### config.mk
export PLATFORM = sky130hd
export DESIGN_NAME = seg_reader
export DESIGN_NICKNAME = d
export VERILOG_FILES = /design/src/rtl/seg_reader.sv
export SDC_FILE = /design/constraint.sdc
export NUM_CORES = 1
export LEC_CHECK = 0
export ABC_AREA = 1
export CORE_MARGIN = 2
export CORE_UTILIZATION = 45
export CTS_BUF_LIST = sky130_fd_sc_hd__clkbuf_16
export DETAILED_ROUTE_END_ITERATION = 10
export GPL_ROUTABILITY_DRIVEN = 0
export PLACE_DENSITY = 0.74
export SLEW_MARGIN = 20
export SYNTH_ARGS = -nofsm -noshare
export SYNTH_HDL_FRONTEND = slang
export SYNTH_SLANG_ARGS = --single-unit
### constraint.sdc
create_clock -name clk -period 1.4 [get_ports clk]
set_input_delay 0.28 -clock clk [delete_from_list [all_inputs] [get_ports clk]]
set_output_delay 0.28 -clock clk [all_outputs]
set_load 0.02 [all_outputs]
### src/rtl/seg_reader.sv
// seg_reader: samples a multiplexed 7-segment display and assembles stable digits into 16-bit frames
module seg_reader #(
  parameter int STABLE_CYC = 4
) (
  input  logic        clk,
  input  logic        rst_n,
  input  logic [6:0]  seg,
  input  logic [3:0]  an,
  output logic [15:0] word,
  output logic        word_valid,
  input  logic        word_ready,
  output logic        seg_err,
  output logic        overrun
);
  typedef enum logic [1:0] {WAIT, COUNT, HELD} state_t;
  state_t state, state_nx;
  logic [6:0] seg_q;
  logic [3:0] an_q;
  logic [10:0] prev;
  logic [7:0] cnt, cnt_nx;
  logic [3:0] mask, sel, nib;
  logic [15:0] buffer;
  logic legal, one_hot, same, acc, full;
  assign sel = ~an_q;
  assign one_hot = (an_q == 4'b1110) || (an_q == 4'b1101) || (an_q == 4'b1011) || (an_q == 4'b0111);
  assign same = {an_q, seg_q} == prev;
  assign full = mask == 4'hF;
  // input stage plus one-cycle history of the registered sample
  always_ff @(posedge clk) begin
    if (!rst_n) begin
      seg_q <= '0;
      an_q <= '0;
      prev <= '0;
    end else begin
      seg_q <= seg;
      an_q <= an;
      prev <= {an_q, seg_q};
    end
  end
  // glyph table; anything not listed is flagged illegal
  always_comb begin
    legal = 1'b1;
    nib = 4'h0;
    case (seg_q)
      7'h7E: nib = 4'h0;
      7'h30: nib = 4'h1;
      7'h6D: nib = 4'h2;
      7'h79: nib = 4'h3;
      7'h33: nib = 4'h4;
      7'h5B: nib = 4'h5;
      7'h5F: nib = 4'h6;
      7'h70: nib = 4'h7;
      7'h7F: nib = 4'h8;
      7'h7B: nib = 4'h9;
      7'h77: nib = 4'hA;
      7'h1F: nib = 4'hB;
      7'h4E: nib = 4'hC;
      7'h3D: nib = 4'hD;
      7'h4F: nib = 4'hE;
      7'h47: nib = 4'hF;
      default: legal = 1'b0;
    endcase
  end
  // dwell state and stability counter
  always_ff @(posedge clk) begin
    if (!rst_n) begin
      state <= WAIT;
      cnt <= '0;
    end else begin
      state <= state_nx;
      cnt <= cnt_nx;
    end
  end
  // dwell tracking: accept once the same one-hot sample has been seen STABLE_CYC times in a row
  always_comb begin
    state_nx = state;
    cnt_nx = cnt;
    acc = 1'b0;
    case (state)
      WAIT: if (one_hot) begin
        state_nx = COUNT;
        cnt_nx = 8'd1;
      end
      COUNT: if (!same) begin
        state_nx = WAIT;
        cnt_nx = '0;
      end else begin
        cnt_nx = cnt + 8'd1;
        if (cnt == 8'(STABLE_CYC - 1)) begin
          state_nx = HELD;
          acc = 1'b1;
        end
      end
      HELD: if (!same) begin
        state_nx = WAIT;
        cnt_nx = '0;
      end
      default: begin
        state_nx = WAIT;
        cnt_nx = '0;
      end
    endcase
  end
  // frame buffer and capture mask; illegal glyphs invalidate their slot
  always_ff @(posedge clk) begin
    if (!rst_n) begin
      buffer <= '0;
      mask <= '0;
      seg_err <= 1'b0;
    end else begin
      seg_err <= acc && !legal;
      for (int i = 0; i < 4; i++)
        if (acc && legal && sel[i]) buffer[4*i +: 4] <= nib;
      if (full) mask <= '0;
      else if (acc) mask <= legal ? (mask | sel) : (mask & ~sel);
    end
  end
  // output holding register; a new frame always wins, losing an unread one sets overrun
  always_ff @(posedge clk) begin
    if (!rst_n) begin
      word <= '0;
      word_valid <= 1'b0;
      overrun <= 1'b0;
    end else if (full) begin
      word <= buffer;
      word_valid <= 1'b1;
      if (word_valid && !word_ready) overrun <= 1'b1;
    end else if (word_valid && word_ready) begin
      word_valid <= 1'b0;
    end
  end
endmodule
Word level (Yosys, flattened, before mapping):

Index checks and enable logic that the tools add are counted.

* flip-flop bits (word level): 71
* output and inout port bits: 19
* input port bits: 14
* logic and storage cells: 85

* bitwise gates (word level): 5
* add/subtract/negate cells: 1
* equality and inequality tests: 28
* reductions and logical operators: 20
* muxes and demuxes: 17

Operators with widths (number)
* equality test 7 bit (second input constant): 12
* one-hot mux 4 bit (15 select lines): 1
* two-way mux 8 bit: 3
* one-hot mux 8 bit (3 select lines): 1
* equality test 7 x 6 -> 1 bit (second input constant): 3
* equality test 4 bit (second input constant): 4
* OR reduction 16 bit: 1
* equality test 11 bit: 1
* adder 8 x 1 -> 8 bit (second input constant): 1
* equality test 8 x 2 -> 1 bit (second input constant): 1
* logical AND 1 bit: 8
* two-way mux 2 bit: 4
* inverter 4 bit: 2
* equality test 7 x 5 -> 1 bit (second input constant): 1
* two-way mux 1 bit: 6
* one-hot mux 2 bit (3 select lines): 1
* bitwise AND 4 bit: 1
* equality test 4 x 3 -> 1 bit (second input constant): 1
* two-way mux 4 bit: 1
* != test 2 bit (second input constant): 2
* bitwise OR 4 bit: 1
* AND reduction 2 bit: 2
* logical OR 1 bit: 3
* != test 3 bit (second input constant): 1
* 8 further kinds: 9

Longest topological paths before layout:

Gate-level depths: netlist of the first run.

* word-level depth: 6
* mapped depth: 14
* depth with buffers taken out: 12

Worst setup path after synthesis of the first run:

No wires, ideal clock.

* path kind: register -> register
* start point: register seg_q[5]
* end point: register state[0]
* data arrival time: 1.353 ns
* path slack: -0.062 ns
* cell stages (with the launch flop): 15
* period minus slack after synthesis: 1.462 ns
* library setup time: 0.109 ns
* path buffers: 2
* cells stage by stage: dfxtp_1 buf_6 inv_2 nand2_1 nand2_1 nand2_1 nor2_4 nand2_1 nor2b_2 buf_6 nand2_4 nand2_8 nor2_1 nand2_1 inv_1

* cells in the longest elaborated chain, start to end: 3
* elaborated cells between the ends (all ways): 6
* classes of those cells: eq/ne: 3; mux: 2; reduce/logical: 1

RTL lines
* start: declaration: RTL line 17 `logic [6:0] seg_q;`
* start signal: assignment: RTL line 35 `seg_q <= seg;`
* equality test 11 bit (*): RTL line 26 `assign same = {an_q, seg_q} == prev;`
* != test 3 bit (no source line) (tied with other cells)
* AND reduction 3 bit (no source line) or one-hot mux 2 bit (3 select lines) (tied branches)
* end signal: assignment: RTL line 70 `state <= state_nx;`
* end: declaration: RTL line 16 `state_t state, state_nx;`

Mark *: on every way between the ends. The rest lies on a longest branch, timed or not.
A chain may end at the register's enable or synchronous reset.

Worst setup path after layout of the first run:

* start point: register seg_q[1]
* end point: register buffer[8]

* cells in the longest elaborated chain, start to end: 5
* elaborated cells between the ends (all ways): 24
* classes of those cells: eq/ne: 17; mux: 4; reduce/logical: 3

RTL lines
* equality test 7 bit (tied with other cells): RTL line 44 `case (seg_q)`
* OR reduction 16 bit (no source line) or two-way mux 1 bit (tied branches)
* two-way mux 1 bit, on equally long branches: RTL line 44, 79
* logical AND 1 bit (2 in series): RTL line 113 `if (acc && legal && sel[i]) buffer[4*i +: 4] <= nib;`
* end signal: indexed assignment: RTL line 113
* end: declaration: RTL line 22 `logic [15:0] buffer;`

Parallel ways exist; a longest one is shown, timed or not.

==> PnR_summary.wiki, run 1 <==
{| class="wikitable"
! Metric !! Value
|-
| Longest Clk Path Bufs || 2
|-
| Startpoint-to-endpoint class of the critical path || register to register
|-
| Total Nets Final || 550
|-
| Final worst path period need || about 1600 ps
|-
| Final worst path period share || 116.7%
|-
| Starting density of the core || 46.96%
|-
| Share of synthesized cell area in and, or, nand and nor gates || 34.20%
|-
| Power density relative to cell area || a little under 1000 nW/um^2
|-
| Run status || complete, but fails checks
|-
| Synth Area in XOR/XNOR || roughly 2.2%
|-
| Count of non-filler cells in the finished layout || 636
|-
| Count of H-tree levels built during CTS || 3
|-
| Static leakage || 2.159 nW
|-
| Total global-route track usage || about a fifth
|-
| Die area || between 7000 and 8000 sq um
|-
| Worst-path fanout max || 6
|-
| Number of warnings reported in the yosys synthesis log || 0
|-
| Actual slew at the worst max-slew pin || approximately 350 ps
|-
| Switching power || 1.073 mW
|-
| Remaining global-route overflow || 0
|-
| Hold Path Depth || 2
|-
| DIE WIDTH || roughly 88 um
|-
| Number of global-route vias before repair || 2938
|-
| Path class of the lowest-slack min-delay path || register to register
|-
| Final Routed Wirelength || a little over 8 mm
|-
| Final number of max-transition violations || 0
|-
| Initial antenna violation count || 0
|-
| Start point of the critical path || seg_q[1]$_SDFF_PN0_
|-
| Number of placement rows || 30
|-
| Required time of the critical path || between 1500 and 2000 ps
|-
| Syn Inst Count || 440
|-
| Most frequent cells in the layout || 82 x sky130_fd_sc_hd__nand2_1, 62 x sky130_fd_sc_hd__dfxtp_1, 56 x sky130_fd_sc_hd__buf_4
|-
| Total inserted antenna cells || 0
|-
| Clock tree from TritonCTS || built
|-
| Endpoint of the most critical register-to-register path || buffer[8]$_SDFFE_PN0P_
|-
| Post-synthesis mux area share || 0%
|-
| Clk root buf || sky130_fd_sc_hd__clkbuf_16
|-
| Worst VDD drop || 0.6321 mV
|-
| Number of detailed-route iterations in the first pass || 4
|-
| Max Clk Rate || a little over 600 MHz
|-
| RR Startpoint || seg_q[1]$_SDFF_PN0_
|-
| Top-level I/O count || 33
|-
| Slowest Stage Delay on Critical Path || roughly 350 ps
|-
| Relative contribution of combinational cells to total power || 8.4%
|-
| Syn nets || about 460
|-
| Routed wire per std cell || around 13 um
|-
| Final cell utilization of the core || 69.60%
|-
| Clock latency reported for the late side of the worst-skew pair || between 300 and 400 ps
|-
| Area Overhead vs Synth || 48.21%
|-
| Number of storage elements in the synthesis netlist || 71
|-
| Clock Sinks || slightly above 70
|-
| Largest cells by area after synthesis || sky130_fd_sc_hd__dfxtp_1 44%, sky130_fd_sc_hd__nand2_1 13%, sky130_fd_sc_hd__nor2_1 6.7%
|-
| Worst-case reg-to-reg path depth || 11
|-
| Fraction of layout cells with a size suffix above 1 || a little over a third
|-
| Per-instance average area after synthesis || 7.291 sq um
|-
| Worst hold path startpoint || buffer[6]$_SDFFE_PN0P_
|-
| Syn Std Cell Area || around 3200 sq um
|-
| Placed instance count || around 610
|-
| PnR worst setup slack || -234.4 ps
|-
| Sequential cell fraction of total power || roughly 45%
|-
| Worst hold path endpoint || buffer[6]$_SDFFE_PN0P_
|-
| Worst clock skew || 5.342 ps
|-
| Failing checks || negative setup slack
|-
| Via count || roughly 3200
|-
| Core area || 6832 sq um
|-
| Post-DR vias/cell || approximately 5.0
|-
| Post-synthesis cell type with the largest combined area || sky130_fd_sc_hd__dfxtp_1
|-
| Compound-cell area share of the yosys netlist || under 10%
|-
| Max_cap viols || 0
|-
| Internal || between 3 and 4 mW
|-
| Post-detailed-route count of antenna-violating nets || 0
|-
| First-pass GRT wire length || approximately 13 mm
|-
| Post-route DRC || 0
|-
| Worst Setup Start Kind || register
|-
| Total Power Consumption || 4.656 mW
|-
| Critical Path Sink Type || register
|-
| Crit path max-delay cell type || sky130_fd_sc_hd__dfxtp_4
|-
| Share of the synthesized area in the top cell type || around 44%
|-
| Synth cell types || 32
|-
| Critical path cell sequence || inv_2 -> nand2_1 -> nand2_1 -> nand2_2 -> nor2_4 -> nand4_4 -> nor2_8 -> buf_6 -> nand3_4 -> nand2_2 -> a21oi_2
|-
| CTS Buf Count || 9
|-
| Clock-pin slew reported for the worst setup and hold paths after clock tree synthesis || roughly 60 ps
|-
| Clock network power share || between 40% and 50%
|-
| Largest net degree at the start of global routing || 23
|-
| Number of violations reported at the end of detailed-routing iteration 0 || roughly 160
|-
| Setup repair after global routing missed its margin || yes
|-
| Number of failing setup endpoints in the final timing report || 31
|-
| Worst hold slack across all endpoints || approximately 460 ps
|-
| Adder-Cell Fraction of Synth Area || 0.3900%
|-
| Fraction of power spent switching nets || a little under a quarter
|-
| WP data arrival || between 1500 and 2000 ps
|-
| Worst slew margin || between 70% and 80%
|-
| Final setup TNS || -5293 ps
|-
| Dominant combinational cell family by area after synthesis || simple AND/OR/NAND/NOR gates
|-
| Overall die height || 88.44 um
|-
| Internal reg-to-reg setup slack || -230 ps
|-
| Post-detail-place hpwl || approximately 5.0 mm
|-
| Final Hold Viols || 0
|-
| Number of buffers inserted by port buffering || 32
|-
| Post-synthesis sequential area ratio || between 40% and 50%
|-
| Most common library cell in the layout ignoring fill and taps || sky130_fd_sc_hd__nand2_1
|}
-- area by class of cell --
type	count	area, sq um
Fill cell	510	2077
Multi-Input combinational cell	301	1833
Sequential cell	71	1448
Timing Repair Buffer	96	849.6
Clock buffer	9	225.2
Inverter	56	215.2
Tap cell	96	120.1
Clock inverter	7	63.81
-- routing by layer --
| layer | vias to the layer above | part of all wire [%] | global-route usage (%) |
|---|---|---|---|
| li1 | 1593 | - | - |
| met1 | 1462 | 39 | 23.60 |
| met2 | 103 | 53 | 38.69 |
| met3 | 24 | 5.1 | 4.944 |
| met4 | 0 | 2.8 | 7.438 |
| met5 | - | 0 | 0 |
-- flip-flops by register name (all words and copies together), names as in the netlist, named ones only --
signal      flops
overrun         1
prev           11
an_q            4
word           16
seg_err         1
buffer         16
seg_q           7
state           2
word_valid      1
cnt             8
-- worst max path at each step --
stage	end	slack, ps
5_1_grt	buffer[8]$_SDFFE_PN0P_	-300
2_1_floorplan	state[0]$_SDFFE_PN0P_	-40
4_1_cts	buffer[8]$_SDFFE_PN0P_	-180
6_report	buffer[8]$_SDFFE_PN0P_	-230
3_5_place_dp	seg_err$_SDFF_PN0_	-310
3_3_place_gp	seg_err$_SDFF_PN0_	-260
-- logic make-up (layout without fill, tap and decap cells) --
family | after synthesis | after routing
compound gates | 54 | 54
fa+ha+maj | 1 | 1
buf+inv | 69 | 168
xor+xnor | 8 | 8
simple gates | 237 | 238
flops | 71 | 71
-- power by group through the flow --
stage	Clock, mW	Combinational, mW	Sequential (mW)
3_5_place_dp	0	0.316	2.13
3_3_place_gp	0	0.309	2.13
4_1_cts	2.21	0.346	2.09
5_1_grt	2.31	0.429	2.09
6_report	2.18	0.391	2.09
2_1_floorplan	0	0.195	2.12
-- Yosys cell counts --
cell type	instances
sky130_fd_sc_hd__nand2_1	109
sky130_fd_sc_hd__dfxtp_1	71
sky130_fd_sc_hd__nor2_1	57
sky130_fd_sc_hd__inv_1	48
sky130_fd_sc_hd__nand3_1	36
sky130_fd_sc_hd__a21oi_1	24
sky130_fd_sc_hd__o21ai_0	19
sky130_fd_sc_hd__a21oi_2	8
sky130_fd_sc_hd__nand2_2	8
sky130_fd_sc_hd__clkbuf_1	7
sky130_fd_sc_hd__inv_2	6
sky130_fd_sc_hd__nand4_1	6
sky130_fd_sc_hd__buf_6	5
sky130_fd_sc_hd__nand3_2	5
sky130_fd_sc_hd__nor3_1	4
sky130_fd_sc_hd__xnor2_1	4
sky130_fd_sc_hd__xor2_1	4
sky130_fd_sc_hd__clkinv_1	2
sky130_fd_sc_hd__nor2_2	2
sky130_fd_sc_hd__nor2_4	2
sky130_fd_sc_hd__nor4_1	2
sky130_fd_sc_hd__a31oi_1	1
sky130_fd_sc_hd__buf_1	1
sky130_fd_sc_hd__ha_1	1
sky130_fd_sc_hd__nand2_4	1
sky130_fd_sc_hd__nand2_8	1
sky130_fd_sc_hd__nand3b_1	1
sky130_fd_sc_hd__nand4_4	1
sky130_fd_sc_hd__nor2_8	1
sky130_fd_sc_hd__nor2b_2	1
sky130_fd_sc_hd__o2111ai_1	1
sky130_fd_sc_hd__o211a_1	1
-- timing repair --
item | 4_1_cts | 5_1_grt
cloned | 2 | 0
endpoints found under the setup margin | 50 | 31
pin swaps | 28 | 26
hold buffers | 0 | 0
setup buffers | 7 | 5
hold endpoints to repair | 0 | 0
gates resized for setup | 63 | 50
-- stage by stage --
step                      area [sq um]  setup slack, ps
after global routing              4755           -302.6
after floorplan                   3244           -39.23
after CTS                         4543           -183.5
after detailed placement          4006           -311.7
final                             4755           -234.4
after global placement            4006           -259.9
-- critical path: cells and delay by family (launching register included) --
family	cells	cell delay (ps)
AND/OR/NAND/NOR	8	920
flip-flops	1	350
buffers and inverters	2	180
AO/OA/AOI/OAI	1	60
Note: power is estimated with default switching activity, not from simulation.
==> run 2: changes to the inputs <==
--- a/constraint.sdc
+++ b/constraint.sdc
@@ -3,2 +3,2 @@
 set_output_delay 0.28 -clock clk [all_outputs]
-set_load 0.02 [all_outputs]
+set_load 0.05 [all_outputs]
==> PnR_summary.wiki, run 2 (synthesis gave the netlist of run 1 again) <==
{| class="wikitable"
! Metric !! Value
|-
| Run status || complete, but fails checks
|-
| Failing checks || negative setup slack
|-
| Longest Clk Path Bufs || 2
|-
| Static leakage || ~2.1 nW
|-
| Overall die height || slightly below 90 um
|-
| Clock tree from TritonCTS || built
|-
| Met3 layer usage reported by global route || under 10%
|-
| Layout filler cell count || roughly 500
|-
| Number of global-route vias before repair || 2951
|-
| Met2 Usage GRT || a little under two fifths
|-
| Sequential Area || 1451 sq um
|-
| CTS Buf Count || 9
|-
| Number of detailed-route iterations in the first pass || 4
|-
| First-pass GRT wire length || 12.77 mm
|-
| Fraction of layout cells with a size suffix above 1 || roughly two fifths
|-
| Most frequent cells in the layout || 84 x sky130_fd_sc_hd__nand2_1, 61 x sky130_fd_sc_hd__dfxtp_1, 50 x sky130_fd_sc_hd__nor2_1
|-
| Path class of the lowest-slack min-delay path || primary input to register
|-
| Final worst path period share || 125.6%
|-
| Total Power Consumption || around 5 mW
|-
| Met1 track demand over resource in global routing || ~23%
|-
| Critical Path Sink Type || register
|-
| Via count || 3206
|-
| Worst Setup Start Kind || register
|-
| WP data arrival || just under 2000 ps
|-
| Pre-CTS setup slack || -389.7 ps
|-
| Number of failing setup endpoints in the final timing report || 31
|-
| Startpoint-to-endpoint class of the critical path || register to register
|-
| Actual slew at the worst max-slew pin || 452.9 ps
|-
| Setup repair after global routing missed its margin || yes
|-
| CTS hold repair buffers || 0
|-
| PnR worst setup slack || -357.9 ps
|-
| Total Nets Final || 542
|-
| Final Routed Wirelength || between 8 and 9 mm
|-
| Clock-pin slew reported for the worst setup and hold paths after clock tree synthesis || ~60 ps
|-
| Post-detail-place hpwl || roughly 5.3 mm
|-
| Clock latency reported for the late side of the worst-skew pair || about 340 ps
|-
| Worst VDD drop || between 0.7 and 0.8 mV
|-
| Worst clock skew || about 6.4 ps
|-
| Core area || approximately 6800 sq um
|-
| Post-detailed-route count of antenna-violating nets || 0
|-
| Total inserted antenna cells || 0
|-
| Required time of the critical path || ~1600 ps
|-
| Most common library cell in the layout ignoring fill and taps || sky130_fd_sc_hd__nand2_1
|-
| Top-level I/O count || 33
|-
| Worst-path fanout max || 6
|-
| Number of placement rows || 30
|-
| Total area of multi-input combinational cells || between 1500 and 2000 sq um
|-
| Largest registers || buffer x16, word x16, prev x11
|-
| Worst slew margin || about 70%
|-
| Worst hold slack across all endpoints || roughly 460 ps
|-
| Max Clk Rate || roughly 570 MHz
|-
| Final Hold Viols || 0
|-
| Max_cap viols || 0
|-
| Post-DR vias/cell || between 5 and 6
|-
| Final worst path period need || around 1800 ps
|-
| Number of violations reported at the end of detailed-routing iteration 0 || a little over 200
|-
| Starting density of the core || a little under half
|-
| Total global-route track usage || between 20% and 30%
|-
| DIE WIDTH || approximately 90 um
|-
| Initial antenna violation count || 0
|-
| Number of buffers inserted by port buffering || 32
|-
| Die area || about 7800 sq um
|-
| Area Overhead vs Synth || 53.86%
|-
| Clk root buf || sky130_fd_sc_hd__clkbuf_16
|-
| Final number of max-transition violations || 0
|-
| Remaining global-route overflow || 0
|-
| Largest net degree at the start of global routing || 19
|-
| Routed wire per std cell || 13.65 um
|-
| Power density relative to cell area || approximately 1000 nW/um^2
|-
| Most heavily used metal layer in global routing || met2
|-
| Count of H-tree levels built during CTS || 3
|-
| Post-route DRC || 0
|-
| Clock Sinks || 71
|}
run 2: final cells by class:
class	instances	area share [%]
multi-input combinational	301	37.26
inverter	56	4.411
tap	96	2.433
clock inverter	7	2.079
timing repair buffer	88	19.85
clock buffer	9	4.563
sequential	71	29.40
run 2: report_power, final:
group | switching (mW) | internal (mW) | total [mW]
registers | 0.0382 | 2.05 | 2.09
clock network | 0.923 | 1.58 | 2.50
logic | 0.219 | 0.163 | 0.382
run 2: per-layer routing:
layer / part of all wire [%] / routed length, um
met1: 38 / 3284
met2: 53 / 4508
met3: 5.7 / 492
met4: 3.4 / 288
met5: 0 / 0
run 2: final timing paths:
| kind | end | startpoint | cells after the start | slack (ps) |
|---|---|---|---|---|
| max | buffer[12]$_SDFFE_PN0P_ | seg_q[1]$_SDFF_PN0_ | 9 | -360 |
| min | an_q[0]$_SDFF_PN0_ | an[0] | 3 | 460 |
| max reg2reg | buffer[12]$_SDFFE_PN0P_ | seg_q[1]$_SDFF_PN0_ | 9 | -360 |
| min reg2reg | buffer[2]$_SDFFE_PN0P_ | buffer[2]$_SDFFE_PN0P_ | 2 | 470 |
run 2: critical path, cell delays in order, from the launching register on:
cell,delay (ps)
sky130_fd_sc_hd__dfxtp_4,360
sky130_fd_sc_hd__nand2_1,130
sky130_fd_sc_hd__nor2_1,60
sky130_fd_sc_hd__nand2_1,130
sky130_fd_sc_hd__buf_4,130
sky130_fd_sc_hd__nor2_1,40
sky130_fd_sc_hd__nor3_1,410
sky130_fd_sc_hd__nand2_2,190
sky130_fd_sc_hd__nand3_1,130
sky130_fd_sc_hd__a21oi_1,60
run 2: repair_timing:
action / 4_1_cts / 5_1_grt
gates cloned: 1 / 1
gates resized for setup: 39 / 58
setup buffers: 0 / 7
setup endpoints to repair: 31 / 31
pin swaps: 13 / 29
run 2: per-stage QoR:
step	setup TNS, ps	instances	utilization [%]	cell area [sq um]
final	-6185	628	72.25	4936
after global routing	-8917	628	72.25	4936
after CTS	-4168	620	67.97	4643
after global placement	-6456	603	60.92	4161
after detailed placement	-9427	603	60.92	4161
after floorplan	-282.5	440	-	3244
==> run 3: changes to the inputs <==
Settings changed: PLACE_DENSITY 0.74 to 0.72.
Clock period 1.4 ns to 2.05 ns, I/O delays scaled along.
==> PnR_summary.wiki, run 3 (synthesis gave the netlist of run 1 again) <==
{| class="wikitable"
! Metric !! Value
|-
| Post-detailed-route count of antenna-violating nets || 0
|-
| Area Overhead vs Synth || 21.65%
|-
| Cell type group with the largest total delay on the critical path || buffers and inverters
|-
| Critical path cell sequence || clkdlybuf4s50_1
|-
| Final worst path period share || 92.70%
|-
| Max_cap viols || 0
|-
| Switching power || between 0.7 and 0.8 mW
|-
| Clock-pin slew reported for the worst setup and hold paths after clock tree synthesis || 60 ps
|-
| DIE WIDTH || roughly 90 um
|-
| Layout filler cell count || between 600 and 700
|-
| Final Hold Viols || 0
|-
| Placed instance count || roughly 560
|-
| Clock latency reported for the late side of the worst-skew pair || ~340 ps
|-
| Worst-case reg-to-reg path depth || 9
|-
| Max Clk Rate || between 500 and 600 MHz
|-
| Remaining global-route overflow || 0
|-
| Post-CTS Resized || 0
|-
| Total Power Consumption || 3.178 mW
|-
| Clock network power share || approximately half
|-
| Sequential cell fraction of total power || ~45%
|-
| Most frequent cells in the layout || 109 x sky130_fd_sc_hd__nand2_1, 71 x sky130_fd_sc_hd__dfxtp_1, 57 x sky130_fd_sc_hd__nor2_1
|-
| Final number of max-transition violations || 0
|-
| CTS hold repair buffers || 0
|-
| Slowest Stage Delay on Critical Path || just over 800 ps
|-
| Static leakage || 1.696 nW
|-
| Required time of the critical path || 1640 ps
|-
| Clock tree from TritonCTS || built
|-
| Internal reg-to-reg setup slack || around 230 ps
|-
| Number of failing setup endpoints in the final timing report || 0
|-
| Total global-route track usage || approximately 17%
|-
| Initial antenna violation count || 0
|-
| WP data arrival || 1490 ps
|-
| Actual slew at the worst max-slew pin || approximately 500 ps
|-
| Power density relative to cell area || around 810 nW/um^2
|-
| Relative contribution of combinational cells to total power || 5.5%
|-
| Number of buffers inserted by port buffering || 32
|-
| Number of global-route vias before repair || ~2500
|-
| Largest registers || buffer x16, word x16, prev x11
|-
| Number of placement rows || 30
|-
| Number of violations reported at the end of detailed-routing iteration 0 || about 110
|-
| Fraction of layout cells with a size suffix above 1 || approximately an eighth
|-
| Worst clock skew || a little under 7 ps
|-
| Sequential Area || approximately 1400 sq um
|-
| Post-CTS repair timing setup buffer count || 0
|-
| Longest Clk Path Bufs || 2
|-
| Startpoint-to-endpoint class of the critical path || register to output port
|-
| Post-detail-place hpwl || about 4.3 mm
|-
| Overall die height || 88.44 um
|-
| Crit path max-delay cell type || sky130_fd_sc_hd__clkdlybuf4s50_1
|-
| Clk root buf || sky130_fd_sc_hd__clkbuf_16
|-
| Final Routed Wirelength || around 6.2 mm
|-
| Core area || around 7000 sq um
|-
| Post-DR vias/cell || about 4.8
|-
| Worst-path fanout max || 3
|-
| Worst VDD drop || about 0.42 mV
|-
| Path class of the lowest-slack min-delay path || register to register
|-
| Starting density of the core || a little under half
|-
| Worst Setup Start Kind || register
|-
| Final setup TNS || 0 ps
|-
| Post-route DRC || 0
|-
| Number of detailed-route iterations in the first pass || 4
|-
| Die area || 7821 sq um
|-
| Internal || 2.426 mW
|-
| Largest net degree at the start of global routing || 28
|-
| Total inserted antenna cells || 0
|-
| CP Capture Point || word_valid
|-
| Count of H-tree levels built during CTS || 3
|-
| Total area of multi-input combinational cells || 1495 sq um
|-
| Clock Sinks || 71
|-
| Routed wire per std cell || roughly 11 um
|-
| Final worst path period need || 1900 ps
|-
| Most common library cell in the layout ignoring fill and taps || sky130_fd_sc_hd__nand2_1
|-
| Run status || finished, final reports clean
|-
| Sum of buffers and inverters on the critical path || 1
|-
| RR Startpoint || seg_q[5]$_SDFF_PN0_
|-
| Via count || around 2800
|-
| CTS Buf Count || 9
|-
| Count of non-filler cells in the finished layout || around 580
|-
| Setup repair after global routing missed its margin || no
|-
| Number of gates on the worst path with buffers counted || 1
|-
| Start point of the critical path || word_valid$_SDFFE_PN0P_
|-
| First-pass GRT wire length || approximately 11 mm
|-
| Fraction of power spent switching nets || a little under a quarter
|-
| Endpoint of the most critical register-to-register path || buffer[15]$_SDFFE_PN0P_
|-
| Total Nets Final || roughly 500
|-
| Worst slew margin || between 60% and 70%
|-
| Critical Path Sink Type || output port
|-
| Top-level I/O count || 33
|}
run 3: cell count changes in the layout (fill, tap and decap cells not counted), moves of 10 or more:
cell and change:
sky130_fd_sc_hd__nand2_2 -21, sky130_fd_sc_hd__dfxtp_1 +10, sky130_fd_sc_hd__clkdlybuf4s50_1 +19, sky130_fd_sc_hd__buf_12 -20, sky130_fd_sc_hd__buf_4 -45, sky130_fd_sc_hd__a21oi_1 +10, sky130_fd_sc_hd__nand2_1 +25, sky130_fd_sc_hd__a21oi_2 -10
run 3: power by group through the flow:
stage | combinational [mW] | sequential, mW | clock (mW)
2_1_floorplan | 0.129 | 1.45 | 0
3_3_place_gp | 0.170 | 1.46 | 0
3_5_place_dp | 0.174 | 1.46 | 0
4_1_cts | 0.175 | 1.43 | 1.60
5_1_grt | 0.197 | 1.43 | 1.66
6_report | 0.175 | 1.43 | 1.58
run 3: routing by layer:
metal / wire (um) / vias to the layer above / global-route usage, %
li1: - / 1465 / -
met4: 150 / 0 / 9.917
met1: 2946 / 1224 / 20.97
met5: 0 / - / 0
met3: 215 / 14 / 3.358
met2: 2909 / 52 / 28.78
run 3: metrics by stage:
step                      utilization, %  cell area (sq um)  worst slack (ps)  hold WS [ps]
after floorplan                        -               3208             587.7         437.8
after global placement             52.58               3592             196.8         447.4
after detailed placement           52.58               3592             138.4         451.3
after CTS                          57.05               3897             128.8         460.4
after global routing               57.12               3902             38.47         477.9
final                              57.12               3902             149.7         458.8
run 3: layout make-up:
| class | instances | share of cell area, % |
|---|---|---|
| clock buffer | 9 | 5.771 |
| tap | 96 | 3.078 |
| inverter | 56 | 5.386 |
| clock inverter | 7 | 2.052 |
| multi-input combinational | 300 | 38.31 |
| sequential | 71 | 36.42 |
| timing repair buffer | 36 | 8.977 |
run 3: how the worst min path moves through the flow:
stage	start	to	slack [ps]	cells past startpoint
after floorplan	buffer[10]$_SDFFE_PN0P_	buffer[10]$_SDFFE_PN0P_	440	2
after global placement	buffer[7]$_SDFFE_PN0P_	buffer[7]$_SDFFE_PN0P_	450	2
after detailed placement	buffer[9]$_SDFFE_PN0P_	buffer[9]$_SDFFE_PN0P_	450	2
after CTS	buffer[9]$_SDFFE_PN0P_	buffer[9]$_SDFFE_PN0P_	460	2
after global routing	register	register	480	2
final	buffer[9]$_SDFFE_PN0P_	buffer[9]$_SDFFE_PN0P_	460	2
